`src/rtl/fa_mon_pkg.sv`:
```
// Shared types, constants and the golden full-adder reference for the
// full-adder run-time monitor.
package fa_mon_pkg;

  localparam int unsigned RUN_W   = 4;
  localparam int unsigned FAULT_W = 5;

  typedef enum logic [1:0] {
    ST_MON     = 2'd0,
    ST_SUSPECT = 2'd1,
    ST_ALARM   = 2'd2
  } mon_state_e;

  // Observed adder sample travelling through the alignment pipeline
  typedef struct packed {
    logic v;
    logic a;
    logic b;
    logic cin;
  } fa_sample_t;

  localparam logic [2:0] TRIG_VEC = 3'b110;

  // Returns {cout, sum} of an ideal full adder
  function automatic logic [1:0] fa_golden(input logic a, input logic b, input logic cin);
    fa_golden = {(a & b) | (a & cin) | (b & cin), a ^ b ^ cin};
  endfunction

endpackage

```
`src/rtl/fa_mon_delay.sv`:
```
// LAT-stage shift register with synchronous reset; LAT=0 is a straight wire.
module fa_mon_delay #(
  parameter int unsigned LAT = 0,
  parameter int unsigned W   = 1
) (
  input  logic         clk,
  input  logic         rst,
  input  logic [W-1:0] din,
  output logic [W-1:0] dout
);

  if (LAT == 0) begin : g_bypass
    assign dout = din;
  end else begin : g_pipe
    localparam int unsigned PW = LAT * W;

    logic [PW-1:0] pipe_q;
    logic [PW-1:0] pipe_d;

    // New sample enters at the bottom, oldest leaves at the top
    always_comb begin
      pipe_d = PW'({pipe_q, din});
    end

    always_ff @(posedge clk) begin
      if (rst) begin
        pipe_q <= '0;
      end else begin
        pipe_q <= pipe_d;
      end
    end

    assign dout = pipe_q[PW-1 -: W];
  end

endmodule

```
`src/rtl/fa_trojan_monitor.sv`:
```
// Passive monitor beside a 1-bit full adder: golden compare, trigger-run
// counting, MON/SUSPECT/ALARM tracking and mismatch capture.
module fa_trojan_monitor
  import fa_mon_pkg::*;
#(
  parameter int unsigned TRIG_THRESH = 8,
  parameter int unsigned LAT         = 0,
  parameter int unsigned CNT_W       = 8
) (
  input  logic             clk,
  input  logic             rst,
  input  logic             en,
  input  logic             a,
  input  logic             b,
  input  logic             cin,
  input  logic             sum,
  input  logic             cout,
  input  logic             clr_alarm,
  output logic [1:0]       state_o,
  output logic             alarm,
  output logic [3:0]       run_len,
  output logic [CNT_W-1:0] mismatch_cnt,
  output logic [4:0]       fault_vec,
  output logic             fault_valid
);

  localparam logic [RUN_W-1:0] THRESH  = RUN_W'(TRIG_THRESH);
  localparam logic [CNT_W-1:0] CNT_MAX = '1;

  fa_sample_t smp_in;
  fa_sample_t smp_d;

  mon_state_e         state_q, state_d;
  logic               alarm_q, alarm_d;
  logic [RUN_W-1:0]   run_len_q, run_len_d;
  logic [CNT_W-1:0]   mismatch_cnt_q, mismatch_cnt_d;
  logic [FAULT_W-1:0] fault_vec_q, fault_vec_d;
  logic               fault_valid_q, fault_valid_d;

  logic mismatch_c;
  logic trig_c;
  logic clear_c;

  assign smp_in = '{v: en, a: a, b: b, cin: cin};

  fa_mon_delay #(
    .LAT (LAT),
    .W   ($bits(fa_sample_t))
  ) u_align (
    .clk  (clk),
    .rst  (rst),
    .din  (smp_in),
    .dout (smp_d)
  );

  // Compare, run counter, FSM and capture next-state
  always_comb begin
    state_d        = state_q;
    run_len_d      = run_len_q;
    mismatch_cnt_d = mismatch_cnt_q;
    fault_vec_d    = fault_vec_q;
    fault_valid_d  = fault_valid_q;

    mismatch_c = smp_d.v && ({cout, sum} != fa_golden(smp_d.a, smp_d.b, smp_d.cin));
    trig_c     = smp_d.v && ({smp_d.a, smp_d.b, smp_d.cin} == TRIG_VEC);
    clear_c    = clr_alarm && (state_q != ST_MON);

    // A clear beats a coincident trigger sample
    if (clear_c) begin
      run_len_d = '0;
    end else if (smp_d.v) begin
      if (!trig_c) begin
        run_len_d = '0;
      end else if (run_len_q < THRESH) begin
        run_len_d = run_len_q + RUN_W'(1);
      end
    end

    case (state_q)
      ST_MON:               if (run_len_d == THRESH) state_d = ST_SUSPECT;
      ST_SUSPECT, ST_ALARM: if (clear_c) state_d = ST_MON;
      default:              state_d = ST_MON;
    endcase

    if (clear_c) begin
      fault_valid_d = 1'b0;
    end

    // A mismatch overrides any clear on the same edge
    if (mismatch_c) begin
      state_d       = ST_ALARM;
      fault_vec_d   = {smp_d.a, smp_d.b, smp_d.cin, cout, sum};
      fault_valid_d = 1'b1;
      if (mismatch_cnt_q != CNT_MAX) begin
        mismatch_cnt_d = mismatch_cnt_q + CNT_W'(1);
      end
    end

    alarm_d = (state_d == ST_ALARM);
  end

  always_ff @(posedge clk) begin
    if (rst) begin
      state_q        <= ST_MON;
      alarm_q        <= 1'b0;
      run_len_q      <= '0;
      mismatch_cnt_q <= '0;
      fault_vec_q    <= '0;
      fault_valid_q  <= 1'b0;
    end else begin
      state_q        <= state_d;
      alarm_q        <= alarm_d;
      run_len_q      <= run_len_d;
      mismatch_cnt_q <= mismatch_cnt_d;
      fault_vec_q    <= fault_vec_d;
      fault_valid_q  <= fault_valid_d;
    end
  end

  assign state_o      = state_q;
  assign alarm        = alarm_q;
  assign run_len      = run_len_q;
  assign mismatch_cnt = mismatch_cnt_q;
  assign fault_vec    = fault_vec_q;
  assign fault_valid  = fault_valid_q;

endmodule
```
`config.mk`:
```
export PLATFORM = sky130hd
export DESIGN_NAME = fa_trojan_monitor
export DESIGN_NICKNAME = d
export VERILOG_FILES = /design/src/rtl/fa_mon_pkg.sv /design/src/rtl/fa_mon_delay.sv /design/src/rtl/fa_trojan_monitor.sv
export SDC_FILE = /design/constraint.sdc
export NUM_CORES = 1
export LEC_CHECK = 0
export BUFFER_PORTS_ARGS = -buffer_cell sky130_fd_sc_hd__buf_2
export CORE_MARGIN = 1
export CORE_UTILIZATION = 51
export DETAILED_ROUTE_END_ITERATION = 8
export PLACE_DENSITY = 0.89
export SLEW_MARGIN = 20
export SYNTH_ARGS = -nofsm -noshare
export SYNTH_HDL_FRONTEND = slang
export SYNTH_SLANG_ARGS = --single-unit
```
`constraint.sdc`:
```
create_clock -name clk -period 5.2 [get_ports clk]
set_clock_uncertainty 0.05 [all_clocks]
set_input_delay 0.26 -clock clk [delete_from_list [all_inputs] [get_ports clk]]
set_output_delay 0.26 -clock clk [all_outputs]
set_load 0.02 [all_outputs]
```
==> results of run 1 <==
[cell families (layout without fill, tap and decap cells)]
group | after synthesis | count (layout) | share of synthesized area (%)
buffers and inverters | 12 | 43 | 4.51
xor gates and xnor gates | 6 | 6 | 4.86
DFF | 21 | 21 | 38.9
adders and majority gates | 5 | 5 | 6.48
and+or+nand+nor | 41 | 41 | 21.1
muxes | 7 | 7 | 6.60
AOI/OAI and AO/OA | 28 | 28 | 17.6
[layout make-up]
type                       count  area (µm²)  area share [%]
clock buffer                   3        22.5            1.76
clock inverter                 1        5.00           0.392
inverter                      10        37.5            2.94
multi-input combinational     87         612            47.9
sequential                    21         420            32.9
tap                           27        33.8            2.65
timing repair buffer          29         145            11.4
[path summary, 6_finish.rpt]
path | startpoint | to | slack [ns] | cells after the start
setup / recovery | a | mismatch_cnt[0] | 3.18 | 7
hold / removal | a | fault_vec[4] | 0.17 | 3
setup reg to reg | mismatch_cnt[0] | mismatch_cnt[6] | 3.36 | 5
hold reg to reg | fault_valid | fault_valid | 0.42 | 2
[critical path, delay by kind of cell]
family	cells	cell delay (ns)
AOI/OAI and AO/OA	1	0.55
and+or+nand+nor	1	0.19
adders and majority gates	1	0.52
muxes	1	0.31
buffers and inverters	2	0.16
xor gates and xnor gates	1	0.18
[registers in the layout, indices dropped and copies added, names as in the netlist]
signal        count
alarm             1
run_len           4
fault_vec         5
fault_valid       1
mismatch_cnt      8
state_o           2
[routing by layer]
layer  wire length (µm)  share of wire, %  track usage [%]  vias up
met5                  0                 0                0        -
met4                 61               2.7             11.7        0
met3                 97               4.3             4.91        7
met2               1060                47             34.9       29
met1               1030                46             29.4      460
li1                   -                 -                -      496
[placed cells by master (no fill, tap or decap), types with 4 or more instances in the layout]
cell type	instances
a21oi_1	7
buf_2	29
dfxtp_1	21
ha_1	4
inv_1	10
mux2i_1	6
nand2_1	6
nand2b_1	4
nor2_1	13
o21ai_0	5
[per-stage QoR]
step           utilization, %  instances  setup WS, ns
2_1_floorplan               -        120          3.34
6_report                 64.4        178          3.18
3_3_place_gp             63.0        174          2.96
3_5_place_dp             63.0        174          2.87
5_1_grt                  64.4        178          3.05
4_1_cts                  64.4        178          3.20
[report_power, final]
group / switching, mW / internal (mW) / total, mW / leakage [nW]
clock network: 0.0500 / 0.0287 / 0.0788 / 0.0177
registers: 0.00642 / 0.170 / 0.176 / 0.171
logic: 0.0409 / 0.0268 / 0.0677 / 0.401
==> metrics.csv, run 1 <==
metric,value,unit
min Tclk post-route,2.02,ns
Post-synth top cells,"dfxtp_1, nor2_1, inv_1",
Lkg Pwr,0.590,nW
Rows,16,
critical path arrival,2.17,ns
status,completed,
Setup CP Type,input pin to register,
"EDFF count, synth",0,
post-synth top area cell,dfxtp_1,
ranking of synthesized cells by area,"dfxtp_1, mux2i_1, ha_1, nor2_1, inv_1",
Hold Crit Class,input pin to register,
Max Slew Vio Count,0,
postcts setup bufs,0,
setup violators final,0,
clock tree buffer depth,2,
Tot GR Track Use,22.6,%
CTS Root Cell,clkbuf_4,
dpl cell area,1250,µm²
Max VDD drop,0.000181,V
layout cells sized above 1,23.8,%
routed via count,992,
syn_area_per_cell,9.01,µm²
post-synthesis cell type count,38,
largest net degree at the start of global routing,17,
chip width,48.0,µm
post-DP HPWL,1730,µm
global-route wire length before repair,3560,µm
Crit. End Element,register,
fillers,163,
CP peak stage delay,0.55,ns
Residual DRC,0,
Critical Path Fanout Max,15,
Detailed Routing Iterations Pass 1,4,
fmax,495,MHz
core area,1980,µm²
Async SR Flop Fraction,0,%
vias in the first global route,821,
Clock Sinks,21,
chip height,48.0,µm
sequential-to-total area share from yosys stat,38.9,%
PortBufs,29,
Syn Inst Count,120,
"Hold Violations, Final",0,
Final period util,38.8,%
GPL Wtd Cong,0.771,
DR iter-0 viols,21,
Post-CTS Resized,0,
fin area,1280,µm²
number of max-cap violations,0,
Nets,166,
"Clk pin slew, worst setup/hold paths",0.12,ns
Initial Util,54.5,%
crit-path cells,buf_2 > inv_1 > fa_1 > xnor2_1 > o21ai_2 > nor2_1 > mux2_2,
CTS Buf Count,3,
H-tree levels,1,
Worst-Margin Slew,0.698,ns
vias per cell,5.57,
Ports,30,
synthesized cell area,1080,µm²
Worst Setup Start Kind,input pin,
Ys Warns,0,
number of diodes,0,
Crit path required time,5.36,ns
RSZ-0062 raised after global routing,false,
Pwr Density,253,nW/µm²
Synth Register Bits,21,
hold slack final,0.168,ns
hold buffers post-CTS,0,
"count leader, synth",dfxtp_1,
die area,2310,µm²
Post-Syn Nets,134,
Final Power,322,µW
synthesis-to-finish area growth,18.1,%
gr ovfl total,0,
initial antenna violation count,0,
Max-slew headroom,52.2,%
total wire length,2250,µm
Setup TNS,0,ns
Main synth FF type,dfxtp_1,
DR WL/cell,12.6,µm
antenna-violating nets left,0,
share of the synthesized area in the top cell type,38.9,%
later-pin clock latency in the skew report,0.31,ns
Slowest cell on crit path,o21ai_2,
TritonCTS clock tree,yes,
(Power assumes the default switching activity.)
==> run 2, diff against run 1 <==
--- a/config.mk
+++ b/config.mk
@@ -7,9 +7,9 @@
 export LEC_CHECK = 0
 export BUFFER_PORTS_ARGS = -buffer_cell sky130_fd_sc_hd__buf_2
 export CORE_MARGIN = 1
-export CORE_UTILIZATION = 51
+export CORE_UTILIZATION = 45
 export DETAILED_ROUTE_END_ITERATION = 8
-export PLACE_DENSITY = 0.89
+export PLACE_DENSITY = 0.84
 export SLEW_MARGIN = 20
 export SYNTH_ARGS = -nofsm -noshare
 export SYNTH_HDL_FRONTEND = slang
==> constraint.sdc (replaced) <==
create_clock -name clk -period 1.85 [get_ports clk]
set_clock_uncertainty 0.05 [all_clocks]
set_input_delay 0.0925 -clock clk [delete_from_list [all_inputs] [get_ports clk]]
set_output_delay 0.0925 -clock clk [all_outputs]
set_load 0.02 [all_outputs]
==> run 2 against run 1 <==
Compared with the run above:
- utilization is 4.6 points lower
- critical path depth shrank 1
- die area rose by 13%
- combinational power increased to 3.1 times the previous value
- flip-flop and latch count is the same
- worst setup slack worse by 3.0 ns
- clock power grew to 2.9 times the previous value
- critical path type is now register to register
==> metrics.csv, run 2 (same netlist as run 1, synthesis figures left out) <==
metric,value,unit
status,completed,
Crit. End Element,register,
Detailed Routing Iterations Pass 1,4,
"commonest cells after routing, fill and taps aside","buf_2, dfxtp_1, nor2_1",
vias per cell,5.55,
post-DP HPWL,1850,µm
"CP delay by family, top",compound AO/OA/AOI/OAI gates,
hold path cells,3,
layout cells sized above 1,27.8,%
critical path depth in cells,6,
later-pin clock latency in the skew report,0.31,ns
Non-Filler Instances,186,
Ports,30,
"Hold Violations, Final",0,
die area,2600,µm²
Lkg Pwr,0.624,nW
DR iter-0 viols,16,
Setup CP Type,register to register,
fmax,584,MHz
clock tree buffer depth,2,
Initial Util,48.4,%
Critical Path Fanout Max,5,
critical path arrival,1.89,ns
Worst Setup Start Kind,register,
Pwr Density,698,nW/µm²
initial antenna violation count,0,
Rows,17,
H-tree levels,1,
vias in the first global route,904,
Slowest cell on crit path,dfxtp_1,
TritonCTS clock tree,yes,
number of diodes,0,
Clock Sinks,21,
WP buf/inv,1,
Max Slew Vio Count,0,
hold slack final,0.000803,ns
chip width,51.0,µm
"Clk pin slew, worst setup/hold paths",0.12,ns
Worst-Margin Slew,0.367,ns
fin util,59.8,%
Hold Crit Class,input pin to register,
synthesis-to-finish area growth,23.6,%
Max-slew headroom,74.9,%
"leading cell type in the layout, fill and taps excluded",buf_2,
crit-path cells,ha_1 > nand3_1 > a2111oi_0 > buf_4 > nor2_1 > a211oi_1,
Nets,173,
Crit path required time,2.03,ns
gr ovfl total,0,
DR WL/cell,13.0,µm
largest net degree at the start of global routing,17,
Max VDD drop,0.000498,V
RSZ-0062 raised after global routing,false,
Placed Cells,182,
core area,2230,µm²
CP peak stage delay,0.42,ns
CTS Root Cell,clkbuf_4,
min Tclk post-route,1.71,ns
Tot GR Track Use,20.0,%
routed via count,1032,
setup violators final,0,
R2R depth,6,
Final Power,932,µW
GPL Wtd Cong,0.809,
chip height,51.0,µm
total wire length,2410,µm
PortBufs,29,
Final period util,92.5,%
Residual DRC,0,
global-route wire length before repair,3860,µm
number of max-cap violations,0,
CTS Buf Count,3,
antenna-violating nets left,0,
max FFs per register,8,
run 2: changes by cell type in the layout (fill, tap and decap cells not counted):
cell	delta
a221oi_1	-1
a221oi_2	+1
buf_4	+7
clkbuf_1	+1
clkinv_2	-1
dfxtp_1	-1
dfxtp_2	+1
run 2: timing repair:
action	in CTS	in global routing
resized for setup	0	2
hold buffers	0	0
endpoints found under the setup margin	0	2
setup buffers	0	0
run 2: worst min-delay path: stages:
cell and delay [ns]:
buf_2 0.10, mux2i_1 0.06, nor2_1 0.08
run 2: power breakdown:
part	internal [mW]	switching (mW)	leakage, nW	total, mW
clock network	0.0844	0.143	0.0150	0.227
registers	0.477	0.0184	0.172	0.495
logic	0.0901	0.120	0.437	0.210
run 2: routing by layer:
layer / track usage, % / wire (µm) / up-vias
li1: - / - / 513
met1: 24.1 / 1110 / 490
met2: 33.8 / 1170 / 24
met3: 4.46 / 92 / 5
met4: 8.80 / 40 / 0
met5: 0 / 0 / -
run 2: worst paths after layout:
| kind | to | startpoint | slack (ns) |
|---|---|---|---|
| min reg2reg | fault_valid | fault_valid | 0.41 |
| max | mismatch_cnt[6] | mismatch_cnt[0] | 0.14 |
| max reg2reg | mismatch_cnt[6] | mismatch_cnt[0] | 0.14 |
| min | fault_vec[4] | a | 0.0008 |
run 2: metrics by stage:
| step | TNS [ns] | instance area [µm²] | setup WS [ns] |
|---|---|---|---|
| 2_1_floorplan | 0 | 1080 | 0.154 |
| 3_3_place_gp | -0.0201 | 1300 | -0.0107 |
| 3_5_place_dp | -0.285 | 1300 | -0.128 |
| 4_1_cts | 0 | 1330 | 0.0886 |
| 5_1_grt | 0 | 1340 | 0.00533 |
| 6_report | 0 | 1340 | 0.139 |
run 2: area by class of cell:
type | count | area (µm²)
Multi-Input combinational cell | 87 | 618
Timing Repair Buffer | 36 | 198
Inverter | 10 | 37.5
Sequential cell | 21 | 422
Fill cell | 204 | 897
Clock buffer | 4 | 26.3
Tap cell | 28 | 35.0
